**config.mk**
```make
export PLATFORM = sky130hd
export DESIGN_NAME = serial_subtractor
export DESIGN_NICKNAME = d
export VERILOG_FILES = /design/src/rtl/serial_subtractor.sv
export SDC_FILE = /design/constraint.sdc
export NUM_CORES = 1
export LEC_CHECK = 0
export CORE_AREA = 2 2 64 66
export DETAILED_ROUTE_END_ITERATION = 10
export DIE_AREA = 0 0 66 68
export PLACE_DENSITY_LB_ADDON = 0.25
export SLEW_MARGIN = 20
export SYNTH_ARGS = -nofsm -noshare
export SYNTH_HDL_FRONTEND = slang
export SYNTH_SLANG_ARGS = --single-unit
```
**constraint.sdc**
```tcl
create_clock -name clk -period 3.35 [get_ports clk]
set_input_delay 0.335 -clock clk [delete_from_list [all_inputs] [get_ports clk]]
set_output_delay 0.335 -clock clk [all_outputs]
set_load 0.01 [all_outputs]
```
**src/rtl/serial_subtractor.sv**
```systemverilog
`default_nettype none
// ============================================================================
//  Module   : serial_subtractor
//  Purpose  : Bit-serial WIDTH-bit unsigned subtractor. One full-subtractor
//             bit cell plus a registered borrow processes the operands LSB
//             first, one bit per clock, behind a start/done handshake.
//  Ports    :
//    clk         in   1      rising-edge clock
//    rst         in   1      synchronous active-high reset
//    start       in   1      operation request, honoured only while idle
//    a           in   WIDTH  minuend, captured when start is accepted
//    b           in   WIDTH  subtrahend, captured when start is accepted
//    busy        out  1      high while bits are being processed
//    done        out  1      one-cycle pulse, diff/borrow_out are fresh
//    diff        out  WIDTH  registered (a - b) mod 2^WIDTH
//    borrow_out  out  1      registered final borrow (a < b unsigned)
//  Revision : 1.0  initial release
// ============================================================================
module serial_subtractor #(
  parameter int WIDTH = 8
) (
  input  logic             clk,
  input  logic             rst,
  input  logic             start,
  input  logic [WIDTH-1:0] a,
  input  logic [WIDTH-1:0] b,
  output logic             busy,
  output logic             done,
  output logic [WIDTH-1:0] diff,
  output logic             borrow_out
);

  // Bit counter only has to reach WIDTH-1, so $clog2(WIDTH) bits suffice
  // for every legal WIDTH (>= 2), powers of two included.
  localparam int            CW       = $clog2(WIDTH);
  localparam logic [CW-1:0] LAST_BIT = CW'(WIDTH - 1);
  localparam logic [CW-1:0] CNT_ONE  = CW'(1);

  typedef enum logic [1:0] {
    IDLE = 2'd0,
    RUN  = 2'd1,
    DONE = 2'd2
  } state_t;

  state_t           state;
  state_t           state_next;

  logic [WIDTH-1:0] a_sh;      // minuend, shifted right each RUN cycle
  logic [WIDTH-1:0] b_sh;      // subtrahend, shifted right each RUN cycle
  logic [WIDTH-1:0] part;      // partial difference, filled from the MSB
  logic             bin;       // borrow carried into the current bit
  logic [CW-1:0]    cnt;       // index of the bit being processed

  logic             x;
  logic             y;
  logic             d;
  logic             bout;
  logic             last_bit;

  // --------------------------------------------------------------------------
  // Bit cell: full subtractor on the current LSBs of the operand registers.
  // --------------------------------------------------------------------------
  always_comb begin
    x        = a_sh[0];
    y        = b_sh[0];
    d        = x ^ y ^ bin;
    bout     = (~x & y) | (~(x ^ y) & bin);
    last_bit = (cnt == LAST_BIT);
  end

  // --------------------------------------------------------------------------
  // Control FSM: state register
  // --------------------------------------------------------------------------
  always_ff @(posedge clk) begin
    if (rst) begin
      state <= IDLE;
    end else begin
      state <= state_next;
    end
  end

  // --------------------------------------------------------------------------
  // Control FSM: next state and handshake outputs
  // --------------------------------------------------------------------------
  always_comb begin
    state_next = state;
    busy       = 1'b0;
    done       = 1'b0;
    case (state)
      IDLE: begin
        if (start) begin
          state_next = RUN;
        end
      end
      RUN: begin
        busy = 1'b1;
        if (last_bit) begin
          state_next = DONE;
        end
      end
      DONE: begin
        done       = 1'b1;
        state_next = IDLE;
      end
      default: begin
        state_next = IDLE;
      end
    endcase
  end

  // --------------------------------------------------------------------------
  // Datapath
  // --------------------------------------------------------------------------
  always_ff @(posedge clk) begin
    if (rst) begin
      a_sh       <= '0;
      b_sh       <= '0;
      part       <= '0;
      bin        <= 1'b0;
      cnt        <= '0;
      diff       <= '0;
      borrow_out <= 1'b0;
    end else begin
      case (state)
        IDLE: begin
          if (start) begin
            a_sh <= a;
            b_sh <= b;
            part <= '0;
            bin  <= 1'b0;
            cnt  <= '0;
          end
        end
        RUN: begin
          part <= {d, part[WIDTH-1:1]};
          a_sh <= {1'b0, a_sh[WIDTH-1:1]};
          b_sh <= {1'b0, b_sh[WIDTH-1:1]};
          bin  <= bout;
          if (last_bit) begin
            // The final bit has not reached part yet, so the result is
            // assembled from the live bit cell output.
            diff       <= {d, part[WIDTH-1:1]};
            borrow_out <= bout;
          end else begin
            // Counter parks at WIDTH-1 instead of wrapping; it is reloaded
            // on the next accepted start anyway.
            cnt <= cnt + CNT_ONE;
          end
        end
        default: begin
        end
      endcase
    end
  end

endmodule
`default_nettype wire
```
==> results of run 1 <==
-- cell usage after synthesis (3+ instances only) --
library cell,count,area [sq um]
nor2b_1,3,18.77
nand3_1,8,40.04
a21oi_1,11,55.05
a22oi_1,8,60.06
nor2_1,25,93.84
clkbuf_1,3,11.26
inv_1,4,15.01
a211oi_1,6,45.04
nand2_1,11,41.29
nand2b_1,3,18.77
dfxtp_1,38,760.7
o21ai_0,4,20.02
mux2i_1,15,150.1
a211oi_2,8,100.1
buf_6,5,56.30
-- state kept, by name (all words and copies together) (netlist names) --
register and count:
b_sh 8, borrow_out 1, part 7, a_sh 8, bin 1, diff 8
state 2, cnt 3
-- worst paths after layout --
path | from | end | slack [ps] | cells after the start
setup reg to reg | cnt[1] | borrow_out | 1730 | 5
hold / removal | diff[2] | diff[2] | 460 | 2
hold reg to reg | diff[2] | diff[2] | 460 | 2
setup / recovery | state[0] | busy | 1140 | 4
-- report_power, final --
part / total [mW] / internal, mW / switching [mW]
clock network: 0.480 / 0.318 / 0.162
registers: 0.484 / 0.473 / 0.0108
logic: 0.119 / 0.0597 / 0.0597
-- per-layer routing --
metal / global-route usage, % / vias up
li1: - / 644
met1: 16.14 / 577
met2: 26.77 / 27
met3: 5.921 / 4
met4: 6.888 / 0
met5: 0 / -
-- cell families (layout without fill, tap and decap cells) --
| group | Yosys count | in the layout | share of synthesized area (%) |
|---|---|---|---|
| compound gates | 40 | 40 | 18.96 |
| simple gates | 55 | 55 | 16.18 |
| buf+inv | 17 | 44 | 7.373 |
| fa+ha+maj | 3 | 3 | 2.709 |
| flops | 38 | 38 | 45.75 |
| mux | 15 | 15 | 9.029 |
-- worst min-delay path: stages, from the launching register on --
cell     delay, ps
dfxtp_1        310
nand2_1         50
a21oi_1         50
-- cell type report --
cell class,count,share of cell area [%]
multi-input combinational,113,37.60
sequential,38,36.69
timing repair buffer,32,15.09
clock buffer,6,3.983
tap,50,3.017
clock inverter,2,2.897
inverter,4,0.7242
==> summary.txt, run 1 <==
Placement
  – DP Cell Count: between 200 and 250
  – Input/output buffers: 29
  – Dpl ws: about 1500 ps
  – Gpl congestion: 0.7516
  – Post-Place Cell Area: just under 2000 sq um
  – Final HPWL DP: slightly above 2 mm

Worst setup path
  – Worst setup SP type: register
  – Critical Path Most Common Cell: buf_4
  – Worst Setup End Kind: output pin
  – Crit path DAT: ~1900 ps
  – CP Cell Sequence: buf_4, nor2b_1, buf_4, clkdlybuf4s50_1
  – Crit-path leading delay family: buffers and inverters
  – Worst Path Buf+Inv: 3
  – Setup Crit Path Kind: register to output pin
  – Critical Path Slowest Stage Cell: clkdlybuf4s50_1
  – Max incr delay on CP: roughly 560 ps
  – Worst Path Required: approximately 3000 ps
  – Crit Path Max Fanout: 25

STA
  – Post-route setup slack: ~1100 ps
  – Final worst-path cycle share: about two thirds
  – Least-Margin Pin Slew: 596.3 ps
  – Unrepaired setup endpoints after global routing: no
  – Final setup fails: 0
  – Tmin final: about 2200 ps
  – Slew margin rel.: roughly three fifths
  – Clock skew: approximately 6.6 ps
  – Final Max Slew Viols: 0
  – Hold_ws: 455.3 ps
  – Fin. Hold Viols: 0
  – Final setup TNS: 0 ps
  – Fmax: 0.4522 GHz

Detailed routing
  – Met2 WL: 1.480 mm
  – Met3 wire length: ~150 um
  – Final wirelength: just under 3 mm
  – Met1 WL: 1.223 mm
  – Highest Signal Layer: met4
  – Vias: about 1300
  – DRT Pass-1 Iters: 4
  – DRC Markers: 0
  – Drt via density: just over 5
  – DRT iter0 DRCs: 90
  – DR WL/cell: about 12 um
  – Final ANT Viol Nets: 0

Layout
  – Commonest non-fill, non-tap cells in the layout: 38 x dfxtp_1, 29 x clkdlybuf4s50_1, 25 x nor2_1
  – Ant. Diodes: 0
  – Sequential cell area: roughly 760 sq um
  – Design area: 2073 sq um
  – Layout cells sized above 1: a little under an eighth
  – Multi-input logic area: just under 800 sq um
  – Fin cells: 245
  – Fill count: 368
  – Final Util: between 50% and 60%
  – Commonest non-fill, non-tap cell in the layout: dfxtp_1
  – Number of nets in the layout: approximately 220
  – Area Overhead vs Synth: 24.68%

Floorplan
  – Die footprint: roughly 4500 sq um
  – Die Y: ~68 um
  – # IOs: 30
  – Core area: slightly below 4000 sq um
  – Row count: 23
  – Initial Util: a little over two fifths
  – Die width: between 60 and 70 um

Power and ir drop
  – Pwr Density: approximately 520 nW/um^2
  – Pwr Total: between 1 and 1.5 mW
  – VDD IR-drop max: 0.0005088 V
  – Leakage: between 0.7 and 0.8 nW

Yosys
  – Post-synth cell types: 27
  – Ys flop type: dfxtp_1
  – Seq/Total Area, Yosys: 45.75%
  – Syn nets: 190
  – Post-Synthesis Cells: around 170
  – Share of async-settable or async-resettable flops after synthesis: 0%
  – Synthesis warning total: 0
  – Synth Register Bits: 38
  – Number of synthesized flops with an enable pin: 0
  – Syn Std Cell Area: between 1500 and 2000 sq um
  – Avg Inst Size Synth: approximately 10 sq um

Global route
  – Largest net degree at the start of global routing: 29
  – Initial antenna violation count: 0
  – First-pass GRT wire length: between 4 and 5 mm
  – Vias in the first global route: about 1100
  – Grt total ovfl: 0
  – All-Layer GR Usage: about 15%

Clock network
  – CTS hold repair buffers: 0
  – CTS Sinks: 38
  – Clock Pin Slew Worst Setup and Hold Paths: around 80 ps
  – Clock buffer depth: 2
  – CTS tree: done
  – Worst skew pair latency: between 200 and 300 ps
  – CTS resizes: 0
  – Root Driver: clkbuf_8
  – H-tree depth: 2
  – Post-CTS setup repair buffer count: 0
  – CTS Buf Count: 5

Outcome
  – Run status: complete, no violations

Hold path
  – Hold WC Path Type: register to register

Flow run
  – Maxcap violations: 0
Note: power is estimated with default switching activity, not from simulation.
==> inputs of run 2 (changes only) <==
Clock period 3.35 ns to 2.1 ns, I/O delays scaled along.
==> summary.txt, run 2 (synthesis results as in run 1) <==
Global route
  – Grt total ovfl: 0
  – Vias in the first global route: around 1100
  – Initial antenna violation count: 0
  – All-Layer GR Usage: 14.16%
  – Largest net degree at the start of global routing: 36
  – First-pass GRT wire length: around 4.8 mm

Clock network
  – H-tree depth: 2
  – Root Driver: clkbuf_8
  – Worst skew pair latency: 290 ps
  – CTS Buf Count: 5
  – Clock Pin Slew Worst Setup and Hold Paths: approximately 70 ps
  – CTS resizes: 0
  – CTS tree: done
  – Clock buffer depth: 2
  – CTS hold repair buffers: 0
  – CTS Sinks: 38
  – Post-CTS setup repair buffer count: 0

Power and ir drop
  – Pwr Density: between 800 and 900 nW/um^2
  – VDD IR-drop max: about 0.00053 V
  – Leakage: ~0.76 nW

Floorplan
  – Initial Util: between 40% and 50%
  – # IOs: 30
  – Die Y: around 70 um
  – Core area: between 3000 and 4000 sq um
  – Row count: 23
  – Die width: 66 um
  – Die footprint: ~4500 sq um

Detailed routing
  – Final ANT Viol Nets: 0
  – DRT Pass-1 Iters: 4
  – DR WL/cell: around 12 um
  – Final wirelength: ~2.9 mm
  – DRC Markers: 0
  – DRT iter0 DRCs: 28
  – Vias: about 1200
  – Drt via density: 5.045

Hold path
  – Hold WC Path Type: register to register

Worst setup path
  – Crit-path leading delay family: buffers and inverters
  – Setup Crit Path Kind: register to output pin
  – CP Cell Sequence: nor2b_1, clkdlybuf4s50_1
  – Crit path DAT: 1650 ps
  – Critical Path Slowest Stage Cell: clkdlybuf4s50_1
  – Worst Path Required: about 1900 ps
  – Worst Path Buf+Inv: 1
  – Max incr delay on CP: ~570 ps
  – Worst Setup End Kind: output pin
  – Crit Path Max Fanout: 12
  – Worst setup SP type: register

Layout
  – Commonest non-fill, non-tap cell in the layout: dfxtp_1
  – Fill count: approximately 370
  – Layout cells sized above 1: a little under an eighth
  – Commonest non-fill, non-tap cells in the layout: 38 x dfxtp_1, 29 x clkdlybuf4s50_1, 25 x nor2_1
  – Design area: around 2100 sq um
  – Multi-input logic area: 779.5 sq um
  – Sequential cell area: 760.7 sq um
  – Number of nets in the layout: roughly 220
  – Ant. Diodes: 0
  – Area Overhead vs Synth: 24.68%
  – Regs by FF count: a_sh: 8 flops, b_sh: 8 flops, diff: 8 flops

STA
  – Tmin final: approximately 1900 ps
  – Final worst-path cycle share: about nine tenths
  – Fmax: roughly 0.54 GHz
  – Final setup TNS: 0 ps
  – Final Max Slew Viols: 0
  – Final setup fails: 0
  – Clock skew: between 6 and 7 ps
  – Least-Margin Pin Slew: slightly above 400 ps
  – Fin. Hold Viols: 0
  – Slew margin rel.: between 70% and 80%
  – Unrepaired setup endpoints after global routing: no

Flow run
  – Maxcap violations: 0

Placement
  – Gpl congestion: ~0.73
  – Post-Place Cell Area: between 1500 and 2000 sq um
  – Final HPWL DP: between 2 and 2.5 mm
  – Input/output buffers: 29

Outcome
  – Run status: complete, no violations
==> run 2: through the flow <==
step	setup slack, ps	hold slack [ps]	utilization [%]	instances	power (mW)
after global routing	155.2	470.6	53.76	245	1.781
final	240.9	455.5	53.76	245	1.719
after global placement	551.8	443.7	50.06	237	0.9750
after floorplan	742.2	383.3	-	168	0.9348
after CTS	243.2	458.4	53.76	245	1.736
after detailed placement	457.3	448.3	50.06	237	0.9829
==> run 2: path summary, 6_finish.rpt <==
check	startpoint	endpoint	slack [ps]	cells past startpoint
worst max-delay path	state[0]	busy	240	2
worst min-delay path	diff[5]	diff[5]	460	2
worst max register to register	cnt[1]	cnt[2]	470	5
worst min register to register	diff[5]	diff[5]	460	2
==> run 2: power by group <==
| part | leakage, nW | switching (mW) | internal (mW) | total, mW |
|---|---|---|---|---|
| Sequential | 0.311 | 0.0219 | 0.754 | 0.776 |
| Combinational | 0.381 | 0.0932 | 0.0956 | 0.189 |
| Clock | 0.0714 | 0.247 | 0.506 | 0.753 |
==> run 2: worst reg2reg max path, cell delays in order (launching register included) <==
cell and delay (ps):
dfxtp_1 330, ha_1 180, ha_1 320, or2b_1 270
a21oi_1 250, o21ai_0 150
==> run 2: cell type report <==
| cell class | count | area share [%] |
|---|---|---|
| multi-input combinational | 113 | 37.60 |
| tap | 50 | 3.017 |
| clock buffer | 6 | 3.983 |
| clock inverter | 2 | 2.897 |
| timing repair buffer | 32 | 15.09 |
| sequential | 38 | 36.69 |
| inverter | 4 | 0.7242 |
==> run 2: routing by layer <==
layer / vias up / global-route usage [%] / routed length [um]
met5: - / 0 / 0
met4: 0 / 7.653 / 50
met3: 4 / 3.454 / 108
met2: 25 / 25.76 / 1410
met1: 568 / 15.19 / 1337
li1: 639 / - / -
